==> src/rtl/gate3_truth_table_sequencer_pkg.sv <==
// Shared types and constants for the 3-input gate truth-table sequencer.
package gate3_seq_pkg;

    // Sequencer FSM states; also exported on the debug port.
    typedef enum logic [1:0] {
        IDLE = 2'd0,
        RUN  = 2'd1,
        DONE = 2'd2
    } state_t;

    localparam int NUM_PATTERNS = 8;

    // Expected-F tables: bit i is F for {a,b,c} == i.
    localparam logic [7:0] TT_OR3   = 8'hFE;
    localparam logic [7:0] TT_AND3  = 8'h80;
    localparam logic [7:0] TT_XOR3  = 8'h96;
    localparam logic [7:0] TT_NOR3  = 8'h01;
    localparam logic [7:0] TT_NAND3 = 8'h7F;

    // True when the sampled gate output disagrees with the table entry.
    function automatic logic is_mismatch(input logic [7:0] tt,
                                         input logic [2:0] idx,
                                         input logic       f);
        return f ^ tt[idx];
    endfunction

endpackage

==> src/rtl/gate3_truth_table_sequencer_if.sv <==
// Signal bundle between the sequencer and the gate/test environment.
//
// Handshake: start is a level request with no ready. It is accepted on any
// rising edge where the sequencer is not in RUN (busy=0); while busy=1 it is
// ignored. Results (pass, err_count, first_fail_idx, fail_mask) are valid
// while done=1 and stay valid until the next accepted start.
interface gate3_truth_table_sequencer_if;
    logic       start;
    logic       a;
    logic       b;
    logic       c;
    logic       f_in;
    logic       busy;
    logic       done;
    logic       pass;
    logic [3:0] err_count;
    logic [2:0] first_fail_idx;
    logic [7:0] fail_mask;

    // Sequencer side: drives stimulus and results.
    modport master (
        input  start, f_in,
        output a, b, c, busy, done, pass, err_count, first_fail_idx, fail_mask
    );

    // Environment side: requests runs and returns the gate output.
    modport slave (
        output start, f_in,
        input  a, b, c, busy, done, pass, err_count, first_fail_idx, fail_mask
    );
endinterface

==> src/rtl/gate3_truth_table_sequencer_dwell_timer.sv <==
// Per-pattern dwell counter: counts 0..DWELL_CYCLES-1 and flags the last cycle.
module dwell_timer #(
    parameter int DWELL_CYCLES = 4
) (
    input  logic clk,
    input  logic rst,
    input  logic load,
    input  logic en,
    output logic tc
);
    localparam int W = $clog2(DWELL_CYCLES + 1);
    localparam logic [W-1:0] TC_VAL = W'(DWELL_CYCLES - 1);

    logic [W-1:0] count;

    // Load (clear) wins over increment so a new pattern always starts at 0.
    always_ff @(posedge clk or posedge rst) begin
        if (rst) begin
            count <= '0;
        end else if (load) begin
            count <= '0;
        end else if (en) begin
            count <= count + 1'b1;
        end
    end

    assign tc = (count == TC_VAL);

endmodule

==> src/rtl/gate3_truth_table_sequencer.sv <==
// Clocked stimulus sequencer and result checker for a 3-input combinational
// gate: walks {a,b,c} through 000..111, samples F on the last dwell cycle of
// each pattern and accumulates mismatches against EXPECT_TT.
module gate3_truth_table_sequencer
    import gate3_seq_pkg::*;
#(
    parameter int         DWELL_CYCLES = 4,
    parameter logic [7:0] EXPECT_TT    = 8'hFE
) (
    input  logic                                clk,
    input  logic                                rst,
    gate3_truth_table_sequencer_if.master       bus,
    output state_t                              state_dbg
);
    localparam logic [2:0] LAST_IDX = 3'(NUM_PATTERNS - 1);

    state_t     state_q, state_n;
    logic [2:0] idx_q, idx_n;
    logic [2:0] abc_q, abc_n;
    logic       busy_q, busy_n;
    logic       done_q, done_n;
    logic       pass_q, pass_n;
    logic [3:0] err_q, err_n;
    logic [2:0] ffi_q, ffi_n;
    logic [7:0] mask_q, mask_n;

    logic timer_load;
    logic timer_en;
    logic timer_tc;

    dwell_timer #(
        .DWELL_CYCLES(DWELL_CYCLES)
    ) u_dwell (
        .clk  (clk),
        .rst  (rst),
        .load (timer_load),
        .en   (timer_en),
        .tc   (timer_tc)
    );

    // State, pattern index and result registers; every output comes from here.
    always_ff @(posedge clk or posedge rst) begin
        if (rst) begin
            state_q <= IDLE;
            idx_q   <= '0;
            abc_q   <= '0;
            busy_q  <= 1'b0;
            done_q  <= 1'b0;
            pass_q  <= 1'b0;
            err_q   <= '0;
            ffi_q   <= '0;
            mask_q  <= '0;
        end else begin
            state_q <= state_n;
            idx_q   <= idx_n;
            abc_q   <= abc_n;
            busy_q  <= busy_n;
            done_q  <= done_n;
            pass_q  <= pass_n;
            err_q   <= err_n;
            ffi_q   <= ffi_n;
            mask_q  <= mask_n;
        end
    end

    // Next-state and next-output logic; a start from IDLE or DONE clears all results.
    always_comb begin
        state_n    = state_q;
        idx_n      = idx_q;
        abc_n      = abc_q;
        busy_n     = busy_q;
        done_n     = done_q;
        pass_n     = pass_q;
        err_n      = err_q;
        ffi_n      = ffi_q;
        mask_n     = mask_q;
        timer_load = 1'b0;
        timer_en   = 1'b0;

        case (state_q)
            IDLE, DONE: begin
                if (bus.start) begin
                    state_n    = RUN;
                    idx_n      = '0;
                    abc_n      = '0;
                    busy_n     = 1'b1;
                    done_n     = 1'b0;
                    pass_n     = 1'b0;
                    err_n      = '0;
                    ffi_n      = '0;
                    mask_n     = '0;
                    timer_load = 1'b1;
                end
            end
            RUN: begin
                timer_en = 1'b1;
                if (timer_tc) begin
                    timer_load = 1'b1;
                    if (is_mismatch(EXPECT_TT, idx_q, bus.f_in)) begin
                        mask_n[idx_q] = 1'b1;
                        err_n         = err_q + 4'd1;
                        if (err_q == 4'd0) begin
                            ffi_n = idx_q;
                        end
                    end
                    if (idx_q == LAST_IDX) begin
                        state_n = DONE;
                        abc_n   = '0;
                        busy_n  = 1'b0;
                        done_n  = 1'b1;
                        pass_n  = (err_n == 4'd0);
                    end else begin
                        idx_n = idx_q + 3'd1;
                        abc_n = idx_q + 3'd1;
                    end
                end
            end
            default: begin
                state_n = IDLE;
            end
        endcase
    end

    assign bus.a              = abc_q[2];
    assign bus.b              = abc_q[1];
    assign bus.c              = abc_q[0];
    assign bus.busy           = busy_q;
    assign bus.done           = done_q;
    assign bus.pass           = pass_q;
    assign bus.err_count      = err_q;
    assign bus.first_fail_idx = ffi_q;
    assign bus.fail_mask      = mask_q;
    assign state_dbg          = state_q;

endmodule

==> src/flat_wrapper.sv <==
// flat-port wrapper written by rule: the top's interface ports become plain ports
module gate3_truth_table_sequencer_flat import gate3_seq_pkg::*;
#(
    parameter int         DWELL_CYCLES = 4,
    parameter logic [7:0] EXPECT_TT    = 8'hFE
)
  (clk, rst, state_dbg, bus_start, bus_f_in, bus_a, bus_b, bus_c, bus_busy, bus_done, bus_pass, bus_err_count, bus_first_fail_idx, bus_fail_mask);
  gate3_truth_table_sequencer_if bus_i ();
  input  logic clk;
  input  logic rst;
  output state_t state_dbg;
  input wire logic [$bits(bus_i.start)-1:0] bus_start;
  input wire logic [$bits(bus_i.f_in)-1:0] bus_f_in;
  output wire logic [$bits(bus_i.a)-1:0] bus_a;
  output wire logic [$bits(bus_i.b)-1:0] bus_b;
  output wire logic [$bits(bus_i.c)-1:0] bus_c;
  output wire logic [$bits(bus_i.busy)-1:0] bus_busy;
  output wire logic [$bits(bus_i.done)-1:0] bus_done;
  output wire logic [$bits(bus_i.pass)-1:0] bus_pass;
  output wire logic [$bits(bus_i.err_count)-1:0] bus_err_count;
  output wire logic [$bits(bus_i.first_fail_idx)-1:0] bus_first_fail_idx;
  output wire logic [$bits(bus_i.fail_mask)-1:0] bus_fail_mask;
  assign bus_i.start = bus_start;
  assign bus_i.f_in = bus_f_in;
  assign bus_a = bus_i.a;
  assign bus_b = bus_i.b;
  assign bus_c = bus_i.c;
  assign bus_busy = bus_i.busy;
  assign bus_done = bus_i.done;
  assign bus_pass = bus_i.pass;
  assign bus_err_count = bus_i.err_count;
  assign bus_first_fail_idx = bus_i.first_fail_idx;
  assign bus_fail_mask = bus_i.fail_mask;
  gate3_truth_table_sequencer #(.DWELL_CYCLES(DWELL_CYCLES), .EXPECT_TT(EXPECT_TT)) u_core (.clk(clk), .rst(rst), .bus(bus_i), .state_dbg(state_dbg));
endmodule
==> config.mk <==
export PLATFORM = sky130hd
export DESIGN_NAME = gate3_truth_table_sequencer_flat
export DESIGN_NICKNAME = d
export VERILOG_FILES = /design/src/rtl/gate3_truth_table_sequencer_pkg.sv /design/src/rtl/gate3_truth_table_sequencer_if.sv /design/src/rtl/gate3_truth_table_sequencer_dwell_timer.sv /design/src/rtl/gate3_truth_table_sequencer.sv /design/src/flat_wrapper.sv
export SDC_FILE = /design/constraint.sdc
export NUM_CORES = 1
export LEC_CHECK = 0
export BUFFER_PORTS_ARGS = -buffer_cell sky130_fd_sc_hd__buf_2
export CELL_PAD_IN_SITES_DETAIL_PLACEMENT = 0
export CELL_PAD_IN_SITES_GLOBAL_PLACEMENT = 1
export CORE_ASPECT_RATIO = 0.9
export CORE_UTILIZATION = 45
export CTS_CLUSTER_DIAMETER = 30
export CTS_CLUSTER_SIZE = 20
export DETAILED_ROUTE_END_ITERATION = 7
export PLACE_DENSITY = 0.9
export SKIP_CTS_REPAIR_TIMING = 1
export SLEW_MARGIN = 20
export SYNTH_ARGS = -nofsm -noshare
export SYNTH_HDL_FRONTEND = slang
export SYNTH_SLANG_ARGS = --single-unit
==> constraint.sdc <==
create_clock -name clk -period 4.4 [get_ports clk]
set_input_delay 0.44 -clock clk [delete_from_list [all_inputs] [get_ports clk]]
set_output_delay 0.44 -clock clk [all_outputs]
set_load 0.05 [all_outputs]
After elaboration in Yosys (flattened, before gate mapping)
Memories as Yosys holds them, arrays and structs flattened.
Cells that the tools add are included.
- memories kept: 1
- ROM bits: 8
- bits in registers: 29
- word-level logic and storage cells: 86
- output and inout port bits: 23
- bits of input ports: 4
- muxes and demuxes: 45
- magnitude comparators: 2
- reduce and logical (&&, ||, !) cells: 13
- bitwise logic cells: 2
- $add $sub $neg: 3
- eq/ne operators: 10
- memory list (name ; depth ; bits a word ; read ports ; clocked after memory_dff ; wr ports ; RTL line ; RTL):
    (name not given) ; 8 ; 1 ; 1 ; 0 ; 0 ; gate3_truth_table_sequencer_pkg.sv:24 ; return f ^ tt[idx];
- operator list (operator ; count):
    $mux W3 ; 10
    $mux W8 ; 3
    $mux W4 ; 5
    $pmux W3 S2 ; 3
    $pmux W8 S2 ; 1
    $mux W1 ; 13
    $reduce_and A4 Y1 ; 3
    $logic_not A4 Y1 ; 2
    $ne A2 B1 Y1 const B ; 4
    $or A8 B8 Y8 ; 1
    $pmux W1 S2 ; 4
    $pmux W4 S2 ; 1
    $add A3 B1 Y3 const B ; 2
    $mux W2 ; 3
    $reduce_and A3 Y1 ; 2
    $reduce_and A5 Y1 ; 1
    $add A4 B1 Y4 const B ; 1
    $lt A3 B4 Y1 const B ; 1
    $ne A2 B2 Y1 const B ; 2
    $pmux W2 S2 ; 1
    $reduce_bool A2 Y1 ; 2
    $demux W1 S3 ; 1
    $eq A3 B2 Y1 const B ; 1
    $eq A3 B3 Y1 const B ; 1
    other kinds (7) ; 7

Logic depth before layout (Yosys ltp)
Gate-level depths: netlist (run 1).
- depth in word-level cells: 10
- mapped depth: 9
- gate-level depth less buffers: 7

By module
A second synthesis (run 1) with hierarchy kept.
- cell total of the unflattened synthesis: 140
- area, all modules: 1448.9 um^2
- modules (own cells, without submodules) (module ; cells an instance ; sequential area each (um^2) ; instances ; area an instance (um^2)):
    gate3_truth_table_sequencer ; 127 ; 650.6 ; 1 ; 1303.8
    dwell_timer ; 13 ; 75.1 ; 1 ; 145.1

Worst setup path before layout (run 1)
OpenSTA, ideal clock, no wires.
- kind: flip-flop to flip-flop
- start: reg u_core.idx_q[0]
- end: reg u_core.pass_q, in the netlist u_core.bus.pass
- buffers on the path: 1
- arrival: 1.850 ns
- required time: 4.290 ns
- path slack: 2.440 ns
- cell stages (with the launch flop): 9
- library setup time: 0.110 ns
- clock period less this slack: 1.960 ns
- path through: dfrtp_1 > clkbuf_1 > inv_1 > ha_1 > nor2b_4 > xnor2_2 > nand4_1 > xnor2_1 > o41ai_1
- word-level cells in the longest chain between the ends: 10
- elaborated cells on any way between the ends: 13
- classes of those cells: eq/ne (2); mux (7); bitwise (1); reduce/logical (2); memory (1)
- ends and longest elaborated chain (what ; RTL line ; RTL):
    start, declared ; gate3_truth_table_sequencer.sv:18 ; logic [2:0] idx_q, idx_n;
    start signal, assigned ; gate3_truth_table_sequencer.sv:55 ; idx_q <= idx_n;
    $mem_v2 Z8 W1 ; - ;
    $mux W1 (not written as such) ; gate3_truth_table_sequencer_pkg.sv:24 ;
    $xor A1 B1 Y1 ; gate3_truth_table_sequencer_pkg.sv:24 ;
    $mux W4 ; gate3_truth_table_sequencer.sv:99 ; if (is_mismatch(EXPECT_TT, idx_q, bus.f_in)) begin
    $mux W4 ; gate3_truth_table_sequencer.sv:97 ; if (timer_tc) begin
    $mux W4 ; gate3_truth_table_sequencer.sv:80 ; case (state_q)
    $logic_not A4 Y1 ; gate3_truth_table_sequencer.sv:111 ; pass_n = (err_n == 4'd0);
    $mux W1 ; gate3_truth_table_sequencer.sv:106 ; if (idx_q == LAST_IDX) begin
    $mux W1 ; gate3_truth_table_sequencer.sv:97 ;
    $pmux W1 S2 ; gate3_truth_table_sequencer.sv:80 ;
    end signal, assigned ; gate3_truth_table_sequencer.sv:59 ; pass_q <= pass_n;
    end, declared ; gate3_truth_table_sequencer.sv:22 ; logic pass_q, pass_n;
Parallel ways exist; a longest one is shown, timed or not. The select of a mux whose other input is x is not followed.
A chain may end at the register's enable or synchronous reset.

Worst setup path in the final report (run 1)
- start: reg u_core.idx_q[1]
- end: reg u_core.pass_q, in the netlist u_core.bus.pass
The elaborated chain is that of the path after synthesis.

==> results of run 1 <==
registers in the layout (all words and copies together), names as in the netlist:
name	count
u_core.state_dbg	2
u_core.abc_q	3
u_core.bus.busy	1
u_core.u_dwell.count	3
u_core.bus.done	1
u_core.bus.fail_mask	8
u_core.bus.first_fail_idx	3
u_core.idx_q	3
u_core.bus.err_count	4
u_core.bus.pass	1
worst reg2reg max path, delay by kind of cell (launching register included):
| family | cells | cell delay, ns |
|---|---|---|
| xor gates and xnor gates | 2 | 0.47 |
| buffers and inverters | 1 | 0.12 |
| adders and majority gates | 1 | 0.20 |
| DFF | 1 | 0.55 |
| AOI/OAI and AO/OA | 1 | 0.32 |
| and+or+nand+nor | 2 | 0.32 |
power by group:
part	switching (mW)	total, mW	internal (mW)
logic	0.420	0.608	0.188
registers	0.0778	0.428	0.351
clock network	0.0943	0.187	0.0924
cell families after synthesis:
logic type | synth area share [%]
multiplexers | 2.12
buffers and inverters | 6.18
adder cells (fa/ha/maj) | 6.18
XOR/XNOR | 2.39
AO/OA/AOI/OAI | 16.6
flip-flops | 51.2
AND/OR/NAND/NOR | 15.3
cell usage in the layout (no fill, tap or decap), drive strengths merged, types with 2 or more instances in the layout:
master   n
a21o     4
a31oi    4
a32o     2
a41oi    4
and3     2
buf     26
clkbuf   7
dfrtp   29
ha       7
inv     13
mux2i    3
nand2   14
nand2b   3
nand3    3
nor2    10
nor2b    3
nor3     2
nor4     3
o21a     4
o21ai    6
o31ai    3
xnor2    3
worst min path at each step:
stage | start | cells past startpoint | slack [ns] | to
after floorplan | u_core.u_dwell.count[2] | 2 | 0.45 | u_core.u_dwell.count[2]
after global placement | u_core.bus.done | 2 | 0.45 | u_core.bus.done
after detailed placement | u_core.bus.done | 2 | 0.46 | u_core.bus.done
after CTS | bus_start | 2 | 0.30 | u_core.state_dbg[1]
after global routing | rst | 2 | 0.22 | u_core.bus.first_fail_idx[2]
final | rst | 2 | 0.16 | u_core.bus.first_fail_idx[2]
metrics by stage:
stage / util (%) / area, um^2
floorplan: - / 1420
global placement: 54.5 / 1560
detailed placement: 54.5 / 1560
CTS: 56.9 / 1630
global route: 56.9 / 1630
finish: 56.9 / 1630
routing by layer:
| metal | up-vias | share of wire (%) | track usage [%] |
|---|---|---|---|
| met5 | - | 0 | 0 |
| met4 | 0 | 2.3 | 7.79 |
| met3 | 8 | 4.2 | 7.73 |
| met2 | 23 | 48 | 27.3 |
| met1 | 526 | 46 | 25.9 |
| li1 | 523 | - | - |
cell type report:
type	instances	area [um^2]	share of cell area, %
inverters	13	48.8	3.00
clock inverters	1	5.00	0.307
repair buffers	26	130	7.99
flip-flops and latches	29	726	44.6
clock buffers	7	65.1	4.00
well taps	40	50.0	3.07
multi-input cells	86	603	37.0
==> impl_metrics.json, run 1 <==
{
  "status": "complete, no violations",
  "clkLatencyLatePin_ns": 0.34,
  "end_kind": "flop",
  "final_nets": 172,
  "antenna_cells": 0,
  "overflow": 0,
  "seq_area_frac_synth_pct": 51.2,
  "start_util_pct": 49.5,
  "ctsLongestPathBuffers": 2,
  "r2r_cells": 7,
  "slew_headroom_pct": 45.1,
  "setup_tns_ns": 0,
  "synth_top_area_share_pct": 51.2,
  "crit_family": "flip-flops",
  "dp_slack_ns": 2.33,
  "grt_max_degree": 30,
  "dp.cells": 194,
  "max_freq_mhz": 478,
  "syn_to_final_growth_pct": 14.9,
  "synth_area_leaders": "dfrtp_1, ha_1, nand2_1",
  "drv_cap": 0,
  "critPathLaunch": "u_core.idx_q[1]",
  "grt_first_pass_wirelength_um": 4620,
  "syn-cell-area_um2": 1420,
  "cts_sinks": 29,
  "dieArea_um2": 3380,
  "maxSlewViolCount": 0,
  "cp_slowest_cell": "dfrtp_1",
  "yosysWarnings": 0,
  "cts_made_buffers": 5,
  "wl_per_cell_um": 14.0,
  "die_x_um": 61.1,
  "finalWorstSetupSlack_ns": 2.31,
  "hold_viol_final": 0,
  "synthArstFlopShare_pct": 100,
  "via_per_inst": 5.35,
  "num-fill-cells": 261,
  "dieHeight_um": 55.2,
  "path_cells": "inv_1 > ha_1 > nor2b_4 > xnor2_2 > nand4_1 > xnor2_1 > o41ai_1",
  "yosysTopAreaCell": "dfrtp_1",
  "total_power_mw": 1.22,
  "numPortBuffers": 26,
  "yosys_register_bits": 29,
  "required_ns": 4.62,
  "skew_ns": 0.00705,
  "clkTransAtPathRegs_ns": 0.09,
  "syn_avg_cell_area_um2": 10.6,
  "path_depth": 7,
  "grt_usage_pct": 19.3,
  "place_congestion": 0.866,
  "endpoint": "u_core.bus.pass",
  "fin_hold_ws_ns": 0.156,
  "r2r_slack_ns": 2.31,
  "grt_pass1_vias": 992,
  "start_kind": "flop",
  "antenna_found_initial": 0,
  "synthFlopType": "dfrtp_1",
  "fin_crit_ns": 2.09,
  "wirelength_um": 2820,
  "drc": 0,
  "antenna_left": 0,
  "drt_iter0_markers": 43,
  "fin_crit_sh_pct": 47.5,
  "worstReg2RegStart": "u_core.idx_q[1]",
  "rows": 18,
  "min_path_type": "in2async",
  "htreeDepth": 2,
  "fin_cells": 202,
  "rsz0062_at_grt": "no",
  "syn-num-nets": 145,
  "dp_hpwl_um": 2020,
  "synth_cell_type_count": 33,
  "synth_edf_count": 0,
  "first_pass_iters": 4,
  "drive_gt1_share_pct": 25.9,
  "ir_drop_mv": 0.341,
  "ios": 27,
  "cts_tree": "yes",
  "vias": 1080,
  "yosys-top-cells-count": "dfrtp_1, nand2_1, inv_1, nor2_1, ha_1",
  "critPathBufInv": 1,
  "slowest_delay_ns": 0.55,
  "critical_path_class": "reg2reg",
  "finalSetupViolations": 0,
  "p_leak_nw": 0.863,
  "worst_slew_pin_slew_ns": 0.822,
  "p_per_area_nw_per_um2": 751,
  "yosysMostFrequentCell": "dfrtp_1",
  "cp.arrival_ns": 2.31,
  "rr_endpoint": "u_core.bus.pass",
  "core_um2": 2860,
  "crit_path_max_fanout": 11,
  "synthCells": 134,
  "root_buffer": "clkbuf_4"
}
No activity file was read; power rests on OpenSTA's default activity.
==> run 2: changes to the inputs <==
--- a/config.mk
+++ b/config.mk
@@ -9,11 +9,11 @@
 export CELL_PAD_IN_SITES_DETAIL_PLACEMENT = 0
 export CELL_PAD_IN_SITES_GLOBAL_PLACEMENT = 1
 export CORE_ASPECT_RATIO = 0.9
-export CORE_UTILIZATION = 45
+export CORE_UTILIZATION = 42
 export CTS_CLUSTER_DIAMETER = 30
 export CTS_CLUSTER_SIZE = 20
 export DETAILED_ROUTE_END_ITERATION = 7
-export PLACE_DENSITY = 0.9
+export PLACE_DENSITY = 0.85
 export SKIP_CTS_REPAIR_TIMING = 1
 export SLEW_MARGIN = 20
 export SYNTH_ARGS = -nofsm -noshare
==> constraint.sdc (replaced) <==
create_clock -name clk -period 1.94 [get_ports clk]
set_input_delay 0.194 -clock clk [delete_from_list [all_inputs] [get_ports clk]]
set_output_delay 0.194 -clock clk [all_outputs]
set_load 0.05 [all_outputs]
==> run 2 against run 1 <==
  * Register-to-register slack got worse by 2.2 ns
  * Final area rose by 4.9%
  * Core utilization fell by 2.5 points
  * Flip-flop and latch count did not move
  * The run now ends with negative hold slack left
  * Critical path type unchanged
  * Non-clock buffer count rose by 6
  * Cell count rose by 4.0%
  * Clock power rose to 2.5 times the previous value
  * Critical endpoint is now u_core.bus.first_fail_idx[0]
  * Critical path depth did not move
==> impl_metrics.json, run 2 (synthesis results as in run 1) <==
{
  "slew_headroom_pct": 73.0,
  "min_path_type": "in2async",
  "ios": 27,
  "first_pass_iters": 6,
  "fin_crit_ns": 1.82,
  "fin_hold_ws_ns": -0.0305,
  "drv_cap": 0,
  "largest_register_ffs": 8,
  "rsz0062_at_grt": "no",
  "r2r_slack_ns": 0.12,
  "required_ns": 2.14,
  "overflow": 0,
  "cp_slowest_cell": "dfrtp_1",
  "vias": 1099,
  "dieHeight_um": 57.1,
  "p_per_area_nw_per_um2": 1720,
  "start_util_pct": 45.1,
  "worst_slew_pin_slew_ns": 0.405,
  "clkLatencyLatePin_ns": 0.28,
  "syn_to_final_growth_pct": 20.6,
  "wl_per_cell_um": 13.9,
  "clkTransAtPathRegs_ns": 0.07,
  "crit_path_max_fanout": 7,
  "critical_path_class": "reg2reg",
  "slowest_delay_ns": 0.41,
  "layout_commonest_cell": "dfrtp_1",
  "layout_common_cells": "dfrtp_1, buf_2, nand2_1, inv_1, nor2_1",
  "numPortBuffers": 26,
  "path_cells": "ha_1 > ha_1 > inv_1 > nor2_4 > and2_4 > a31oi_4 > mux2i_1",
  "num-fill-cells": 303,
  "dp_slack_ns": 0.155,
  "rows": 19,
  "cts_tree": "yes",
  "finalSetupViolations": 0,
  "p_leak_nw": 0.898,
  "cts_sinks": 29,
  "place_congestion": 0.864,
  "skew_ns": 0.00712,
  "wirelength_um": 2920,
  "drc": 0,
  "setup_tns_ns": 0,
  "dp_hpwl_um": 2110,
  "antenna_cells": 0,
  "htreeDepth": 2,
  "antenna_left": 0,
  "end_kind": "flop",
  "dieArea_um2": 3610,
  "status": "finished with violations",
  "maxSlewViolCount": 0,
  "multi_input_area_um2": 619,
  "ir_drop_mv": 0.819,
  "violations": "negative hold slack",
  "hold_viol_final": 29,
  "finalWorstSetupSlack_ns": 0.125,
  "grt_usage_pct": 17.9,
  "via_per_inst": 5.23,
  "fin_crit_sh_pct": 93.6,
  "start_kind": "flop",
  "grt_max_degree": 30,
  "grt_pass1_vias": 1052,
  "grt_first_pass_wirelength_um": 4810,
  "total_power_mw": 2.93,
  "drt_iter0_markers": 32,
  "ctsLongestPathBuffers": 2,
  "antenna_found_initial": 0,
  "root_buffer": "clkbuf_8",
  "cp.arrival_ns": 2.02,
  "seqCellArea_um2": 726,
  "max_freq_mhz": 551,
  "cts_made_buffers": 5,
  "die_x_um": 63.2,
  "drive_gt1_share_pct": 28.0,
  "fin_util_pct": 54.4,
  "cpMostUsedCell": "ha_1",
  "core_um2": 3140,
  "final_nets": 178
}
==> run 2: layout make-up <==
| type | instances | share of cell area (%) |
|---|---|---|
| Sequential cell | 29 | 42.5 |
| Multi-Input combinational cell | 86 | 36.3 |
| Timing Repair Buffer | 32 | 10.3 |
| Clock buffer | 5 | 4.03 |
| Tap cell | 42 | 3.08 |
| Inverter | 13 | 2.86 |
| Clock inverter | 3 | 1.03 |
==> run 2: path summary, 6_finish.rpt <==
path                                    startpoint                            to  cells after the start
max                        u_core.u_dwell.count[0]  u_core.bus.first_fail_idx[0]                      7
min                                            rst  u_core.bus.first_fail_idx[2]                      3
max reg2reg                u_core.u_dwell.count[0]  u_core.bus.first_fail_idx[0]                      7
min reg2reg                        u_core.bus.done               u_core.bus.done                      2
max in group asynchronous                      rst       u_core.bus.err_count[3]                      3
min in group clk                         bus_start           u_core.state_dbg[1]                      2
==> run 2: power by group <==
part           total [mW]  internal (mW)  switching (mW)
Combinational        1.52          0.490            1.03
Clock               0.476          0.247           0.229
Sequential          0.937          0.797           0.140
==> run 2: stage by stage <==
| step | instance area, um^2 | hold slack [ns] | cells |
|---|---|---|---|
| after CTS | 1690 | -0.0162 | 210 |
| final | 1710 | -0.0305 | 210 |
| after global placement | 1610 | 0.276 | 202 |
| after detailed placement | 1610 | 0.290 | 202 |
| after global routing | 1710 | 0.00546 | 210 |
| after floorplan | 1420 | 0.272 | 134 |
==> run 2: critical path, delay by kind of cell (launching register included) <==
kind | cells | cell delay, ns
DFF | 1 | 0.41
AOI/OAI and AO/OA | 1 | 0.23
and+or+nand+nor | 2 | 0.26
adders and majority gates | 2 | 0.48
muxes | 1 | 0.20
buffers and inverters | 1 | 0.15
==> run 2: per-layer routing <==
metal	track usage, %	share of wire, %	vias up
met5	0	0	-
met3	5.60	3.4	4
met4	8.44	0.86	0
met1	23.5	46	544
li1	-	-	530
met2	27.2	49	21
